## config.mk

```make
export PLATFORM = sky130hd
export DESIGN_NAME = run_control
export DESIGN_NICKNAME = d
export VERILOG_FILES = /design/src/rtl/run_control.sv
export SDC_FILE = /design/constraint.sdc
export NUM_CORES = 1
export LEC_CHECK = 0
export BUFFER_PORTS_ARGS = -buffer_cell sky130_fd_sc_hd__buf_2
export CAP_MARGIN = 30
export CORE_UTILIZATION = 35
export DETAILED_ROUTE_END_ITERATION = 7
export MAX_ROUTING_LAYER = met4
export PLACE_DENSITY = 0.64
export SLEW_MARGIN = 10
export SYNTH_ARGS = -nofsm -noshare
export SYNTH_HDL_FRONTEND = slang
export SYNTH_SLANG_ARGS = --single-unit
export TNS_END_PERCENT = 10
```

## constraint.sdc

```tcl
create_clock -name clk -period 1.8 [get_ports clk]
set_clock_uncertainty 0.05 [all_clocks]
set_input_delay 0.18 -clock clk [delete_from_list [all_inputs] [get_ports clk]]
set_output_delay 0.18 -clock clk [all_outputs]
set_load 0.005 [all_outputs]
```

## src/rtl/run_control.sv

```systemverilog
// run_control: synchronizes and debounces four operator buttons and sequences
// continuous, single-step and fixed-length burst enables for the even-step counter.
module run_control #(
  parameter int unsigned DB_CYCLES = 4,
  parameter int unsigned BURST_LEN = 8
) (
  input  logic       clk,
  input  logic       rst,
  input  logic       start_in,
  input  logic       stop_in,
  input  logic       step_in,
  input  logic       burst_in,
  output logic       run,
  output logic [1:0] mode,
  output logic [7:0] burst_left
);

  localparam int unsigned N_IN  = 4;
  localparam int unsigned CNT_W = 8;
  localparam logic [CNT_W-1:0] DB_LAST    = CNT_W'(DB_CYCLES - 1);
  localparam logic [7:0]       BURST_INIT = 8'(BURST_LEN);

  // Input slot order: 0 start, 1 stop, 2 step, 3 burst
  localparam int unsigned I_START = 0;
  localparam int unsigned I_STOP  = 1;
  localparam int unsigned I_STEP  = 2;
  localparam int unsigned I_BURST = 3;

  typedef enum logic [1:0] {
    ST_IDLE  = 2'b00,
    ST_RUN   = 2'b01,
    ST_STEP  = 2'b10,
    ST_BURST = 2'b11
  } state_t;

  logic [N_IN-1:0]  w_raw;
  logic [N_IN-1:0]  r_s1;
  logic [N_IN-1:0]  r_s2;
  logic [N_IN-1:0]  r_db;
  logic [N_IN-1:0]  r_press;
  logic [CNT_W-1:0] r_cnt [N_IN];

  state_t     r_state;
  logic       r_run;
  logic [7:0] r_burst_left;

  assign w_raw = {burst_in, step_in, stop_in, start_in};

  // Two-flop synchronizer, debounce counter and rising-press pulse per input
  always_ff @(posedge clk) begin
    if (rst) begin
      r_s1    <= '0;
      r_s2    <= '0;
      r_db    <= '0;
      r_press <= '0;
      for (int i = 0; i < N_IN; i++) begin
        r_cnt[i] <= '0;
      end
    end else begin
      r_s1 <= w_raw;
      r_s2 <= r_s1;
      for (int i = 0; i < N_IN; i++) begin
        r_press[i] <= 1'b0;
        if (r_s2[i] == r_db[i]) begin
          r_cnt[i] <= '0;
        end else if (r_cnt[i] == DB_LAST) begin
          r_db[i]    <= r_s2[i];
          r_cnt[i]   <= '0;
          // Only the 0->1 transition of the debounced value is a press
          r_press[i] <= r_s2[i];
        end else begin
          r_cnt[i] <= r_cnt[i] + CNT_W'(1);
        end
      end
    end
  end

  // Mode sequencer with registered run enable and burst countdown
  always_ff @(posedge clk) begin
    if (rst) begin
      r_state      <= ST_IDLE;
      r_run        <= 1'b0;
      r_burst_left <= '0;
    end else begin
      case (r_state)
        ST_IDLE: begin
          if (r_press[I_STOP]) begin
            r_state <= ST_IDLE;
            r_run   <= 1'b0;
          end else if (r_press[I_START]) begin
            r_state <= ST_RUN;
            r_run   <= 1'b1;
          end else if (r_press[I_BURST]) begin
            r_state      <= ST_BURST;
            r_run        <= 1'b1;
            r_burst_left <= BURST_INIT;
          end else if (r_press[I_STEP]) begin
            r_state <= ST_STEP;
            r_run   <= 1'b1;
          end
        end
        ST_RUN: begin
          if (r_press[I_STOP]) begin
            r_state <= ST_IDLE;
            r_run   <= 1'b0;
          end
        end
        ST_STEP: begin
          r_state <= ST_IDLE;
          r_run   <= 1'b0;
        end
        ST_BURST: begin
          if (r_press[I_STOP] || (r_burst_left == 8'd1)) begin
            r_state      <= ST_IDLE;
            r_run        <= 1'b0;
            r_burst_left <= '0;
          end else begin
            r_burst_left <= r_burst_left - 8'd1;
          end
        end
        default: begin
          r_state      <= ST_IDLE;
          r_run        <= 1'b0;
          r_burst_left <= '0;
        end
      endcase
    end
  end

  assign run        = r_run;
  assign mode       = r_state;
  assign burst_left = r_burst_left;

endmodule

```

==> out/results.ini, run 1 <==
[cells_and_area]
fin_area_um2 = 3380
antennaDiodeCount = 0
instances_no_fill = 430
utilization = 0.456
drive_gt1_frac = 0.160
final_nets = 338
area_delta_synth_final_pct = 23.5

[logic_synthesis]
synth_commonest_cells = 49 x nor2_1, 32 x edfxtp_1, 27 x dfxtp_1, 21 x nand3_1
synthXorXnorAreaFrac = 0.0897
syn_area_um2 = 2730
yosysWarnings = 0
yosysTopAreaCellShare = 0.351
synth_top_family_by_area = simple AND/OR/NAND/NOR gates
synth-simple-area-share = 0.254
ys_ff_latch = 59
yosysMostFrequentCell = nor2_1
synthFlopType = edfxtp_1
async_flop_share = 0
synth-compound-area-share = 0.0458
ys_types = 37
synthMuxAreaShare = 0.0183
synthAdderAreaFrac = 0.0275
yosys.area.top_type = edfxtp_1
synth-edff-count = 32
ys_seq_area_frac = 0.549
synth.area.top_cells = edfxtp_1 35%, dfxtp_1 20%, nor2_1 6.7%
syn-instance-count = 259
syn_avg_cell_area_um2 = 10.6

[sta]
period_share = 1.00
finalHoldViolations = 0
min_period_ps = 1810
fin_hold_ws_ps = 22.4
fmax_mhz = 554
tightestPinTransition_ps = 613
finalSetupViolations = 2
worst_slack_ps = -5.61
rsz0062_at_grt = yes
slew_headroom = 0.590
maxSlewViolCount = 0

[power]
p_sw_mw = 0.583
p_leak_nw = 1.34
power_density_nw_per_um2 = 847
switching_share = 0.204
combPwrFrac = 0.037
p_seq_frac = 0.522
peakVddDrop_uv = 412
power.share.clock = 0.440
intPower_mw = 2.28

[grt]
grt_pass1_vias = 1961
gr-total-overflow = 0
grt_pass1_wl_mm = 8.39
grt_use_total = 0.133
grt_max_degree = 36
antenna_found_initial = 0

[worst_setup_path]
arrival_ps = 1830
worstPathMaxFanout = 8
crit_type = flop to flop
cp-start-kind = flop
worstPathCellList = ha_2 -> or4b_4 -> nor4_4 -> or3_4 -> nor2_1
crit_required_ps = 1820
max_stage_delay_ps = 490
critPathCaptureType = flop
reg2reg_depth = 5
slowest_stage = or4b_4

[placed_design]
portBuffers = 16
gp_congestion = 0.808
hpwl_mm = 3.43
place_area_um2 = 3130
pre_cts_ws_ps = -178
place_inst = 413

[route]
detail_route.wl_per_cell_um = 11.2
wirelength_mm = 4.83
ant_nets = 0
post-route-drc-count = 0
via_count = 2016
drt_iter0_markers = 33
firstDrtPassIters = 4
via_per_inst = 4.69

[cts]
clockBufferDepth = 2
clkLatencyLatePin_ps = 320
clkTransAtPathRegs_ps = 60
cts.sinks = 59
root_buffer = clkbuf_8
cts_tree = yes
post_cts_buffers = 0
cts_buffers = 9
htree_levels = 3

[outcome]
violations = setup timing
status = finished, violations left

[worst_hold_path]
hold_class = input port to flop
hold_depth = 2

[run]
drv_cap = 0

[floorplanning]
row_count = 31
die_w_um = 90.4
io-pin-count = 17
initial_core_util = 0.369
die_h_um = 90.4
die_area_um2 = 8170
coreArea_um2 = 7410

## repair_timing
action,in CTS,in global routing
hold endpoints to repair,1,0
setup endpoints to repair,10,14
gates cloned,0,0
resized for setup,4,6
hold buffers,1,0
pin swaps,1,1
## cell families after synthesis
family	after synthesis
AOI/OAI and AO/OA	20
muxes	5
buffers and inverters	9
and+or+nand+nor	131
DFF	59
xor gates and xnor gates	28
other	1
adders and majority gates	6
## metrics by stage
stage                     power, mW  TNS (ps)
after CTS                      2.90     -3.14
after floorplan                1.59      -666
after detailed placement       1.62     -1330
after global placement         1.62     -57.0
final                          2.86     -6.14
after global routing           2.98      -764
## final timing paths
| kind | from | to | slack, ps |
|---|---|---|---|
| worst max-delay path | r_cnt[1][1]$_SDFFCE_PN0P_ | r_cnt[1][6]$_SDFFCE_PN0P_ | -6 |
| worst min-delay path | step_in | r_s1[2]$_SDFF_PP0_ | 20 |
| worst max register to register | r_cnt[1][1]$_SDFFCE_PN0P_ | r_cnt[1][6]$_SDFFCE_PN0P_ | -6 |
| worst min register to register | r_s1[3]$_SDFF_PP0_ | r_s2[3]$_SDFF_PP0_ | 390 |
## flip-flops by register name, indices dropped and copies added, names as in the netlist
register    cells
r_press         4
r_s1            4
r_cnt          32
run             1
r_s2            4
r_db            4
mode            2
burst_left      8
## cell usage in the layout (no fill, tap or decap), types with 3 or more instances in the layout
master    synthesis  layout
mux2i_1           5       5
nand3_1          21      21
or4_1             3       3
buf_2             0      16
inv_1             5       4
nor4b_1           4       4
o21ai_0           6       5
and3_1           10      10
xnor2_1          14      14
conb_1            1      32
nand3b_1          4       4
nand2_1           9       8
nor2_1           49      49
nor3_1            6       6
nor2b_1           9       9
a21oi_1           6       6
buf_4             1      12
clkbuf_8          0       9
dfxtp_1          27      27
ha_1              6       4
edfxtp_1         32      32
nor4_1            5       5
xor2_1           14      14
## power by group through the flow
stage | clock network [mW] | registers [mW] | logic (mW)
2_1_floorplan | 0 | 1.51 | 0.0737
3_3_place_gp | 0 | 1.52 | 0.101
3_5_place_dp | 0 | 1.52 | 0.102
4_1_cts | 1.31 | 1.49 | 0.106
5_1_grt | 1.36 | 1.50 | 0.123
6_report | 1.26 | 1.49 | 0.107
## per-layer routing
layer | global-route usage | wire (um)
met2 | 0.209 | 2230
met4 | 0.0524 | 93
met1 | 0.157 | 2350
met5 | - | 0
met3 | 0.0455 | 153
## cell type report
| class | instances | area, um^2 |
|---|---|---|
| Inverter | 5 | 18.8 |
| Clock inverter | 6 | 80.1 |
| Timing Repair Buffer | 29 | 180 |
| Tap cell | 99 | 124 |
| Fill cell | 722 | 4030 |
| Sequential cell | 59 | 1500 |
| Multi-Input combinational cell | 222 | 1340 |
| Clock buffer | 10 | 128 |
## critical path, delay by kind of cell, from the launching register on
| kind | cells | cell delay, ps |
|---|---|---|
| adder cells (fa/ha/maj) | 1 | 190 |
| flip-flops | 1 | 350 |
| AND/OR/NAND/NOR | 4 | 970 |
No activity file was read; power rests on OpenSTA's default activity.
==> run 2: changes to the inputs <==
--- a/config.mk
+++ b/config.mk
@@ -7,11 +7,11 @@
 export LEC_CHECK = 0
 export BUFFER_PORTS_ARGS = -buffer_cell sky130_fd_sc_hd__buf_2
 export CAP_MARGIN = 30
+export CORE_ASPECT_RATIO = 2
 export CORE_UTILIZATION = 35
 export DETAILED_ROUTE_END_ITERATION = 7
 export MAX_ROUTING_LAYER = met4
 export PLACE_DENSITY = 0.64
-export SLEW_MARGIN = 10
 export SYNTH_ARGS = -nofsm -noshare
 export SYNTH_HDL_FRONTEND = slang
 export SYNTH_SLANG_ARGS = --single-unit
==> run 2 against run 1 <==
  * Critical path depth unchanged
  * Maximum frequency up 4.4%
  * Routed wire length up 5.1%
  * Clock-buffer cell count up 2
  * Die area grew 0.27%
  * The run now ends clean
  * Largest cell class unchanged
  * Design area is 1.9% higher
  * Highest routed layer unchanged
  * Utilization is 0.30 points lower
==> out/results.ini, run 2 (same netlist as run 1, synthesis figures left out) <==
[route]
drt_iter0_markers = 57  ; +73%
ant_nets = 0  ; unchanged
via_per_inst = 4.81  ; +2.6%
detail_route.wl_per_cell_um = 11.9  ; +5.6%
firstDrtPassIters = 4  ; unchanged
wirelength_mm = 5.08  ; +5.1%
via_count = 2058  ; +2.1%
post-route-drc-count = 0  ; unchanged

[cts]
htree_levels = 3  ; unchanged
root_buffer = clkbuf_16
post_cts_buffers = 0  ; unchanged
clkLatencyLatePin_ps = 320  ; about the same
clkTransAtPathRegs_ps = 50  ; about the same
cts_tree = yes
cts.sinks = 59  ; unchanged
cts_buffers = 9  ; unchanged
clockBufferDepth = 2  ; unchanged

[worst_hold_path]
hold_class = input port to flop

[worst_setup_path]
arrival_ps = 1750  ; -80 ps
cp-start-kind = flop
cp_top_family = simple AND/OR/NAND/NOR gates
max_stage_delay_ps = 480  ; about the same
crit_type = flop to flop
worstPathMaxFanout = 8  ; unchanged
slowest_stage = or4b_4
crit_required_ps = 1820  ; about the same
cp.buffers_inverters = 0  ; unchanged
worstPathCellList = ha_1 -> or4b_4 -> nor4_4 -> or3_4 -> nor2_1
critPathCaptureType = flop

[sta]
tns_ps = 0  ; +6.14 ps
worst_slack_ps = 71.1  ; +76.7 ps
tightestPinTransition_ps = 502  ; -111 ps
maxSlewViolCount = 0  ; unchanged
min_period_ps = 1730  ; -76.7 ps
rsz0062_at_grt = yes
period_share = 0.960  ; -0.0426
slew_headroom = 0.665  ; +0.0747
finalHoldViolations = 0  ; unchanged
finalSetupViolations = 0  ; -2
fmax_mhz = 578  ; +4.4%

[placed_design]
pre_cts_ws_ps = -73.9  ; +104 ps
portBuffers = 16  ; unchanged
gp_congestion = 0.835  ; +3.3%
hpwl_mm = 3.63  ; +6.1%

[cells_and_area]
drive_gt1_frac = 0.165  ; +0.00455
layout_common_cells = 49 x nor2_1, 32 x edfxtp_1, 32 x conb_1, 27 x dfxtp_1, 21 x nand3_1
final_nets = 341  ; +0.89%
fill_cells = 722  ; unchanged
mostFrequentLayoutCell = nor2_1
top_register = r_cnt
area_delta_synth_final_pct = 25.9
antennaDiodeCount = 0  ; unchanged
largest_reg_flops = 32  ; unchanged

[outcome]
status = finished clean

[floorplanning]
die_w_um = 64.5  ; -29%
die_area_um2 = 8190  ; +0.27%
coreArea_um2 = 7600  ; +2.6%
initial_core_util = 0.360  ; -0.00935
row_count = 45  ; +45%
die_h_um = 127  ; +41%
io-pin-count = 17  ; unchanged

[grt]
gr-usage-met3 = 0.0402  ; -0.00528
gr-total-overflow = 0  ; unchanged
grt_max_degree = 30  ; -17%
grt_pass1_vias = 2083  ; +6.2%
grt_use_total = 0.146  ; +0.0133
grt_pass1_wl_mm = 8.89  ; +5.9%
met1_usage = 0.142  ; -0.0146
grt.met2_usage = 0.254  ; +0.0458
top_usage_layer = met2
antenna_found_initial = 0  ; unchanged

[power]
p_leak_nw = 1.38  ; +3.3%
power_mw = 3.04  ; +6.3%
power_density_nw_per_um2 = 883  ; +4.3%
peakVddDrop_uv = 1150  ; +180%

[run]
drv_cap = 0  ; unchanged

-- run 2: changes by cell type in the layout (fill, tap and decap cells not counted), sizes merged --
cell         before  now
clkbuf           10   12
clkinv            3    4
bufinv            2    0
buf              28   32
dlygate4sd3       1    0
clkinvlp          1    0
-- run 2: path summary, 6_finish.rpt --
| path | from | to | slack, ps | cells past startpoint |
|---|---|---|---|---|
| max | r_cnt[1][1]$_SDFFCE_PN0P_ | r_cnt[1][2]$_SDFFCE_PN0P_ | 70 | 5 |
| min reg2reg | r_s1[2]$_SDFF_PP0_ | r_s2[2]$_SDFF_PP0_ | 380 | 1 |
| min | step_in | r_s1[2]$_SDFF_PP0_ | 10 | 2 |
| max reg2reg | r_cnt[1][1]$_SDFFCE_PN0P_ | r_cnt[1][2]$_SDFFCE_PN0P_ | 70 | 5 |
-- run 2: area by class of cell --
type                            count  area, um^2  share of cell area
Timing Repair Buffer               32         200              0.0582
Clock inverter                      4        17.5             0.00509
Tap cell                           94         118              0.0342
Multi-Input combinational cell    222        1350               0.392
Clock buffer                       12         236              0.0687
Inverter                            5        18.8             0.00545
Sequential cell                    59        1500               0.436
-- run 2: where the power goes --
group          total [mW]  internal, mW  switching, mW
Clock                1.43         0.912          0.523
Sequential           1.50          1.46         0.0339
Combinational       0.107        0.0483         0.0588
-- run 2: repair_timing --
item / CTS / global route
endpoints found under the setup margin: 8 / 20
gates resized for setup: 1 / 10
pin swaps: 0 / 3
gates cloned: 0 / 0
hold buffers: 0 / 0
-- run 2: metrics by stage --
stage          std cells  area, um^2   util  hold WS, ps
3_5_place_dp         412        3150  0.414          345
6_report             428        3440  0.453         13.0
4_1_cts              428        3410  0.448         5.69
5_1_grt              428        3440  0.453         38.0
3_3_place_gp         412        3150  0.414          338
2_1_floorplan        290        2850      -          258
-- run 2: worst register-to-register path, delay by kind of cell, from the launching register on --
kind / cells / cell delay [ps]
AND/OR/NAND/NOR: 4 / 910
flip-flops: 1 / 350
adder cells (fa/ha/maj): 1 / 170
-- run 2: routing by layer --
| metal | share of wire | vias up | routed length [um] |
|---|---|---|---|
| met1 | 0.41 | 989 | 2100 |
| met2 | 0.54 | 19 | 2750 |
| met4 | 0.018 | 0 | 93 |
| met3 | 0.025 | 9 | 128 |
| li1 | - | 1041 | - |
| met5 | 0 | - | 0 |
